--- src/rtl/axi4s_lfsr_descrambler.sv ---
// axi4s_lfsr_descrambler: frame-synchronous additive LFSR descrambler on AXI4-Stream with a two-entry skid buffer.
// Define AXI4S_LFSR_DESCR_STATS_EN to implement frame_count/resync_count; otherwise both ports read 0.
// Keystream: per beat, TDATA_WIDTH Fibonacci steps; bit i of the keystream is the feedback bit of step i
// (fb = ^(state & POLYNOMIAL), state <= {state[D-2:0], fb}), matching the transmit-side axi4s_lfsr.
module axi4s_lfsr_descrambler #(
   parameter int                     POLY_DEGREE = 16,
   parameter logic [POLY_DEGREE-1:0] POLYNOMIAL  = 16'b0110100000000001,
   parameter logic [POLY_DEGREE-1:0] SEED        = 1,
   parameter int                     TDATA_WIDTH = 8
) (
   input  logic                   aclk,
   input  logic                   aresetn,
   input  logic                   resync,
   input  logic                   target_tvalid,
   output logic                   target_tready,
   input  logic [TDATA_WIDTH-1:0] target_tdata,
   input  logic                   target_tlast,
   output logic                   initiator_tvalid,
   input  logic                   initiator_tready,
   output logic [TDATA_WIDTH-1:0] initiator_tdata,
   output logic                   initiator_tlast,
   output logic [31:0]            frame_count,
   output logic [15:0]            resync_count
);

   function automatic logic [POLY_DEGREE+TDATA_WIDTH-1:0] lfsr_step(input logic [POLY_DEGREE-1:0] s_in);
      logic [POLY_DEGREE-1:0] s;
      logic [TDATA_WIDTH-1:0] k;
      logic                   fb;
      s = s_in;
      k = '0;
      for (int i = 0; i < TDATA_WIDTH; i++) begin
         fb   = ^(s & POLYNOMIAL);
         k[i] = fb;
         s    = {s[POLY_DEGREE-2:0], fb};
      end
      return {s, k};
   endfunction

   logic [POLY_DEGREE-1:0] lfsr_state, cur_state, nxt_state;
   logic [TDATA_WIDTH-1:0] keystream, plain, skid_data;
   logic                   skid_valid, skid_last, in_frame, pending;
   logic                   accept, pop, apply_resync;
   logic                   out_load_new, skid_load, out_valid_n, skid_valid_n;

   // Outside a frame the keystream always starts from SEED, so a pending resync costs nothing extra.
   assign cur_state              = in_frame ? lfsr_state : SEED;
   assign {nxt_state, keystream} = lfsr_step(cur_state);
   assign plain                  = target_tdata ^ keystream;
   assign accept                 = target_tvalid && target_tready;
   assign pop                    = initiator_tvalid && initiator_tready;
   assign apply_resync           = (resync || pending) && (!in_frame || (accept && target_tlast));

   // Skid buffer next-state: skid only holds data when full, and no accept can happen while full.
   always_comb begin
      out_load_new = accept && (!initiator_tvalid || pop);
      skid_load    = accept && initiator_tvalid && !pop;
      out_valid_n  = skid_valid || accept || (initiator_tvalid && !pop);
      skid_valid_n = skid_valid ? !pop : skid_load;
   end

   // Output register, skid entry and registered ready (low exactly while both entries are occupied).
   always_ff @(posedge aclk or negedge aresetn) begin
      if (!aresetn) begin
         initiator_tvalid <= 1'b0;
         initiator_tdata  <= '0;
         initiator_tlast  <= 1'b0;
         skid_valid       <= 1'b0;
         skid_data        <= '0;
         skid_last        <= 1'b0;
         target_tready    <= 1'b0;
      end else begin
         initiator_tvalid <= out_valid_n;
         skid_valid       <= skid_valid_n;
         target_tready    <= !(out_valid_n && skid_valid_n);
         if (skid_valid && pop) {initiator_tdata, initiator_tlast} <= {skid_data, skid_last};
         else if (out_load_new) {initiator_tdata, initiator_tlast} <= {plain, target_tlast};
         if (skid_load) {skid_data, skid_last} <= {plain, target_tlast};
      end
   end

   // Keystream state, frame tracking and deferred resync request.
   always_ff @(posedge aclk or negedge aresetn) begin
      if (!aresetn) begin
         lfsr_state <= SEED;
         in_frame   <= 1'b0;
         pending    <= 1'b0;
      end else begin
         if (accept) begin
            lfsr_state <= target_tlast ? SEED : nxt_state;
            in_frame   <= !target_tlast;
         end
         pending <= (pending || resync) && !apply_resync;
      end
   end

`ifdef AXI4S_LFSR_DESCR_STATS_EN
   logic [31:0] frames;
   logic [15:0] resyncs;

   // Frames count on tlast acceptance (wrapping); applied resyncs saturate.
   always_ff @(posedge aclk or negedge aresetn) begin
      if (!aresetn) begin
         frames  <= '0;
         resyncs <= '0;
      end else begin
         frames  <= frames + 32'(accept && target_tlast);
         resyncs <= (apply_resync && resyncs != '1) ? resyncs + 16'd1 : resyncs;
      end
   end

   assign frame_count  = frames;
   assign resync_count = resyncs;
`else
   assign frame_count  = '0;
   assign resync_count = '0;
`endif

endmodule

--- config.mk ---
export PLATFORM = sky130hd
export DESIGN_NAME = axi4s_lfsr_descrambler
export DESIGN_NICKNAME = d
export VERILOG_FILES = /design/src/rtl/axi4s_lfsr_descrambler.sv
export SDC_FILE = /design/constraint.sdc
export NUM_CORES = 1
export LEC_CHECK = 0
export ABC_CLOCK_PERIOD_IN_PS = 4600
export CORE_MARGIN = 4
export CORE_UTILIZATION = 49
export CTS_CLUSTER_DIAMETER = 200
export CTS_CLUSTER_SIZE = 30
export DETAILED_ROUTE_END_ITERATION = 16
export PLACE_DENSITY = 0.85
export SLEW_MARGIN = 20
export SYNTH_ARGS = -nofsm -noshare
export SYNTH_HDL_FRONTEND = slang
export SYNTH_SLANG_ARGS = --single-unit
--- constraint.sdc ---
create_clock -name aclk -period 4.6 [get_ports aclk]
set_clock_uncertainty 0.05 [all_clocks]
set_input_delay 0.92 -clock aclk [delete_from_list [all_inputs] [get_ports aclk]]
set_output_delay 0.92 -clock aclk [all_outputs]
set_load 0.01 [all_outputs]
==> qor.json <==
{
  "run_status": {"value": "finished clean"},
  "comb_power_share": {"value": 49.2, "unit": "%"},
  "ioPinCount": {"value": 73},
  "yosys.area_share.simple": {"value": 8.19, "unit": "%"},
  "die_w": {"value": 74.1, "unit": "um"},
  "timing.final.crit_share": {"value": 58.7, "unit": "%"},
  "timing_worst_slew_pin_value": {"value": 0.867, "unit": "ns"},
  "req_time_crit_path": {"value": 4.77, "unit": "ns"},
  "post_synth_inst_count": {"value": 208},
  "worstPathCellList": {"value": "clkdlybuf4s50_1 -> nand2_1 -> nor3_1 -> a22o_1"},
  "hold_path_class": {"value": "reg2reg"},
  "fin_ws": {"value": 1.90, "unit": "ns"},
  "gr-usage-all-layers": {"value": 15.6, "unit": "%"},
  "number_of_synthesized_flops_with_an_enable_pin": {"value": 0},
  "worst_hold_path.num_cells": {"value": 2},
  "clock_root_buffer": {"value": "sky130_fd_sc_hd__clkbuf_8"},
  "postSynth.topFlopCell": {"value": "sky130_fd_sc_hd__dfrtp_1"},
  "peakVddDrop": {"value": 0.000344, "unit": "V"},
  "critPathMaxStageDelay": {"value": 0.83, "unit": "ns"},
  "asyncSetResetFlopFracSynth": {"value": 100, "unit": "%"},
  "die-height": {"value": 74.1, "unit": "um"},
  "totalWireLength": {"value": 4120, "unit": "um"},
  "gp_routability_congestion": {"value": 0.783},
  "grt_first_pass_wirelength": {"value": 6550, "unit": "um"},
  "report.final.slew_viol_count": {"value": 0},
  "number_of_antenna_cells_inserted": {"value": 0},
  "drt_drc_violations_left": {"value": 0},
  "vias_per_cell": {"value": 4.96},
  "power.static_leakage": {"value": 0.00113, "unit": "uW"},
  "final-hold-violation-count": {"value": 0},
  "worst_r2r_path_depth": {"value": 5},
  "setup.worst_path.start_class": {"value": "input port"},
  "pre_cts_slack": {"value": 1.59, "unit": "ns"},
  "layout_commonest_cell": {"value": "sky130_fd_sc_hd__conb_1"},
  "drt-initial-drc-count": {"value": 63},
  "pin_count_of_the_biggest_net_entering_global_routing": {"value": 38},
  "clk_path_buf_depth": {"value": 2},
  "synth_sequential_area_ratio": {"value": 43.4, "unit": "%"},
  "detail-route-antenna-nets": {"value": 0},
  "rr_endpoint": {"value": "skid_data[7]"},
  "std_cell_core_area": {"value": 4120, "unit": "um2"},
  "worst-path-max-fanout": {"value": 21},
  "post_cts_setup_inserts": {"value": 0},
  "syn_area_per_cell": {"value": 10.3, "unit": "um2"},
  "via_count_of_the_first_global_routing_pass": {"value": 1387},
  "rrSetupSlack": {"value": 2.39, "unit": "ns"},
  "reg2reg_from": {"value": "lfsr_state[0]"},
  "critical_path_class": {"value": "in2reg"},
  "number_of_levels_the_h_tree_was_split_into": {"value": 2},
  "timing.critical_path.to": {"value": "lfsr_state[14]"},
  "placement.io_buffers": {"value": 23},
  "yosysWarningCount": {"value": 0},
  "yosys-mux-area-fraction": {"value": 1.40, "unit": "%"},
  "cts_inserted_buffers": {"value": 5},
  "maxCapViolations": {"value": 0},
  "clkSlewWorstSetupHoldPaths": {"value": 0.07, "unit": "ns"},
  "cp-end-kind": {"value": "flip-flop"},
  "max_slew_margin": {"value": 41.8, "unit": "%"},
  "drt_first_pass_iters": {"value": 4},
  "yosysUniqueCellTypes": {"value": 32},
  "seqPwrFrac": {"value": 37.2, "unit": "%"},
  "synth_top_family_by_area": {"value": "buffers and inverters"},
  "layout.cells.most_common_list": {"value": "sky130_fd_sc_hd__conb_1 (48), sky130_fd_sc_hd__dfrtp_1 (36), sky130_fd_sc_hd__clkdlybuf4s50_1 (23)"},
  "clockPowerShare": {"value": 13.6, "unit": "%"},
  "setup_viol_count_final": {"value": 0},
  "nNetsFinal": {"value": 245},
  "power.switching_fraction": {"value": 38.7, "unit": "%"},
  "clock_insertion_delay_worst_skew": {"value": 0.29, "unit": "ns"},
  "register_bit_total_from_synthesis": {"value": 37},
  "detailed_placer_s_ending_hpwl": {"value": 3030, "unit": "um"},
  "grt_antenna_before_repair": {"value": 0},
  "tritoncts_num_sinks": {"value": 37},
  "synth_top_area_cell": {"value": "sky130_fd_sc_hd__dfrtp_1"},
  "drive_gt1_share": {"value": 6.03, "unit": "%"},
  "pwr_density_cell": {"value": 685, "unit": "nW/um2"},
  "critical_path.slowest_cell": {"value": "sky130_fd_sc_hd__nor3_1"},
  "post_synth_main_area_contributors": {"value": "sky130_fd_sc_hd__dfrtp_1 (42%), sky130_fd_sc_hd__buf_4 (17%), sky130_fd_sc_hd__o21ai_0 (4.9%), sky130_fd_sc_hd__a22o_1 (4.5%), sky130_fd_sc_hd__xnor3_1 (4.2%)"},
  "flow.area_growth_from_synthesis": {"value": 8.08, "unit": "%"},
  "synth_area": {"value": 2140, "unit": "um2"},
  "rows": {"value": 23},
  "timing_startpoint_of_the_critical_path": {"value": "target_tvalid"},
  "synth_compound_gate_area_share": {"value": 14.7, "unit": "%"},
  "synthXorXnorAreaFrac": {"value": 13.0, "unit": "%"},
  "rsz_0062_raised_after_global_routing": {"value": "false"},
  "timing.critical_path.arrival": {"value": 2.87, "unit": "ns"},
  "cts_resized": {"value": 0},
  "final_period_minus_worst_setup_slack": {"value": 2.70, "unit": "ns"},
  "power.switching": {"value": 612, "unit": "uW"},
  "cell_internal_pwr": {"value": 971, "unit": "uW"},
  "drt-wirelength-per-cell": {"value": 14.6, "unit": "um"},
  "floorplan.die_area": {"value": 5480, "unit": "um2"},
  "initial_core_util": {"value": 52.0, "unit": "%"},
  "adder_and_majority_gate_portion_of_the_synthesized_area": {"value": 0, "unit": "%"},
  "route.vias.total": {"value": 1399},
  "global_route.overflow_total": {"value": 0},
  "upper_clock_frequency_limit": {"value": 370, "unit": "MHz"},
  "fin_tns_setup": {"value": 0, "unit": "ns"},
  "tritoncts": {"value": "yes"},
  "yosys.area.top_type_share": {"value": 42.1, "unit": "%"},
  "cts_hold_repair.buffers": {"value": 0}
}
==> layer usage <==
layer | part of all wire, % | GRT usage [%]
met5 | 0 | 0
met4 | 1.3 | 5.03
met3 | 8.5 | 3.92
met2 | 48 | 25.8
met1 | 42 | 20.3
==> final cells by class <==
cell class | instances | area [um2]
repair buffers | 24 | 238
flip-flops and latches | 37 | 927
clock buffers | 6 | 72.6
well taps | 50 | 62.6
fillers | 368 | 1800
inverters | 6 | 22.5
multi-input cells | 157 | 978
clock inverters | 2 | 10.0
==> registers in the layout, summed over array words and instances, names as in the netlist <==
register and cells:
skid_last 1, skid_valid 1, initiator_tlast 1, in_frame 1, target_tready 1, initiator_tdata 8, initiator_tvalid 1, lfsr_state 15
skid_data 8
==> Yosys cell counts (3+ instances only) <==
master,instances
sky130_fd_sc_hd__nand2b_1,3
sky130_fd_sc_hd__o21ai_0,21
sky130_fd_sc_hd__nand3_1,3
sky130_fd_sc_hd__a22o_1,11
sky130_fd_sc_hd__xnor3_1,4
sky130_fd_sc_hd__nand2_1,21
sky130_fd_sc_hd__or2_2,3
sky130_fd_sc_hd__clkbuf_1,6
sky130_fd_sc_hd__xor2_1,5
sky130_fd_sc_hd__a22oi_1,8
sky130_fd_sc_hd__inv_1,6
sky130_fd_sc_hd__xnor2_1,9
sky130_fd_sc_hd__buf_4,48
sky130_fd_sc_hd__mux2i_1,3
sky130_fd_sc_hd__dfrtp_1,36
==> through the flow <==
step / hold WS, ns / total power, uW / utilization, % / cell area, um2 / instances
floorplan: 0.399 / 1160 / - / 2310 / 255
global placement: 0.413 / 1330 / 54.2 / 2230 / 274
detailed placement: 0.422 / 1370 / 54.2 / 2230 / 274
CTS: 0.439 / 1590 / 56.2 / 2310 / 282
global route: 0.459 / 1700 / 56.2 / 2310 / 282
finish: 0.434 / 1580 / 56.2 / 2310 / 282
==> cell families (layout without fill, tap and decap cells) <==
logic type,Yosys count,in the layout
buffers and inverters,61,38
other,1,48
multiplexers,3,3
AND/OR/NAND/NOR,38,38
XOR/XNOR,21,21
flip-flops,37,37
AO/OA/AOI/OAI,47,47
==> power groups by stage <==
stage / Sequential (uW) / Clock, uW / Combinational, uW
after floorplan: 574 / 0 / 589
after global placement: 581 / 0 / 749
after detailed placement: 589 / 0 / 781
after CTS: 586 / 221 / 786
after global routing: 607 / 231 / 859
final: 589 / 215 / 779
==> critical path: cells and delay by family <==
family / cells / cell delay [ns]
AND/OR/NAND/NOR: 2 / 1.24
buffers and inverters: 1 / 0.48
AO/OA/AOI/OAI: 1 / 0.23
==> how the worst min path moves through the flow <==
stage	start	to	slack (ns)
2_1_floorplan	lfsr_state[1]	lfsr_state[1]	0.40
6_report	skid_data[6]	skid_data[6]	0.43
4_1_cts	skid_data[2]	skid_data[2]	0.44
3_5_place_dp	skid_data[2]	skid_data[2]	0.42
5_1_grt	skid_data[2]	skid_data[2]	0.46
3_3_place_gp	skid_data[2]	skid_data[2]	0.41
Note: power is estimated with default switching activity, not from simulation.
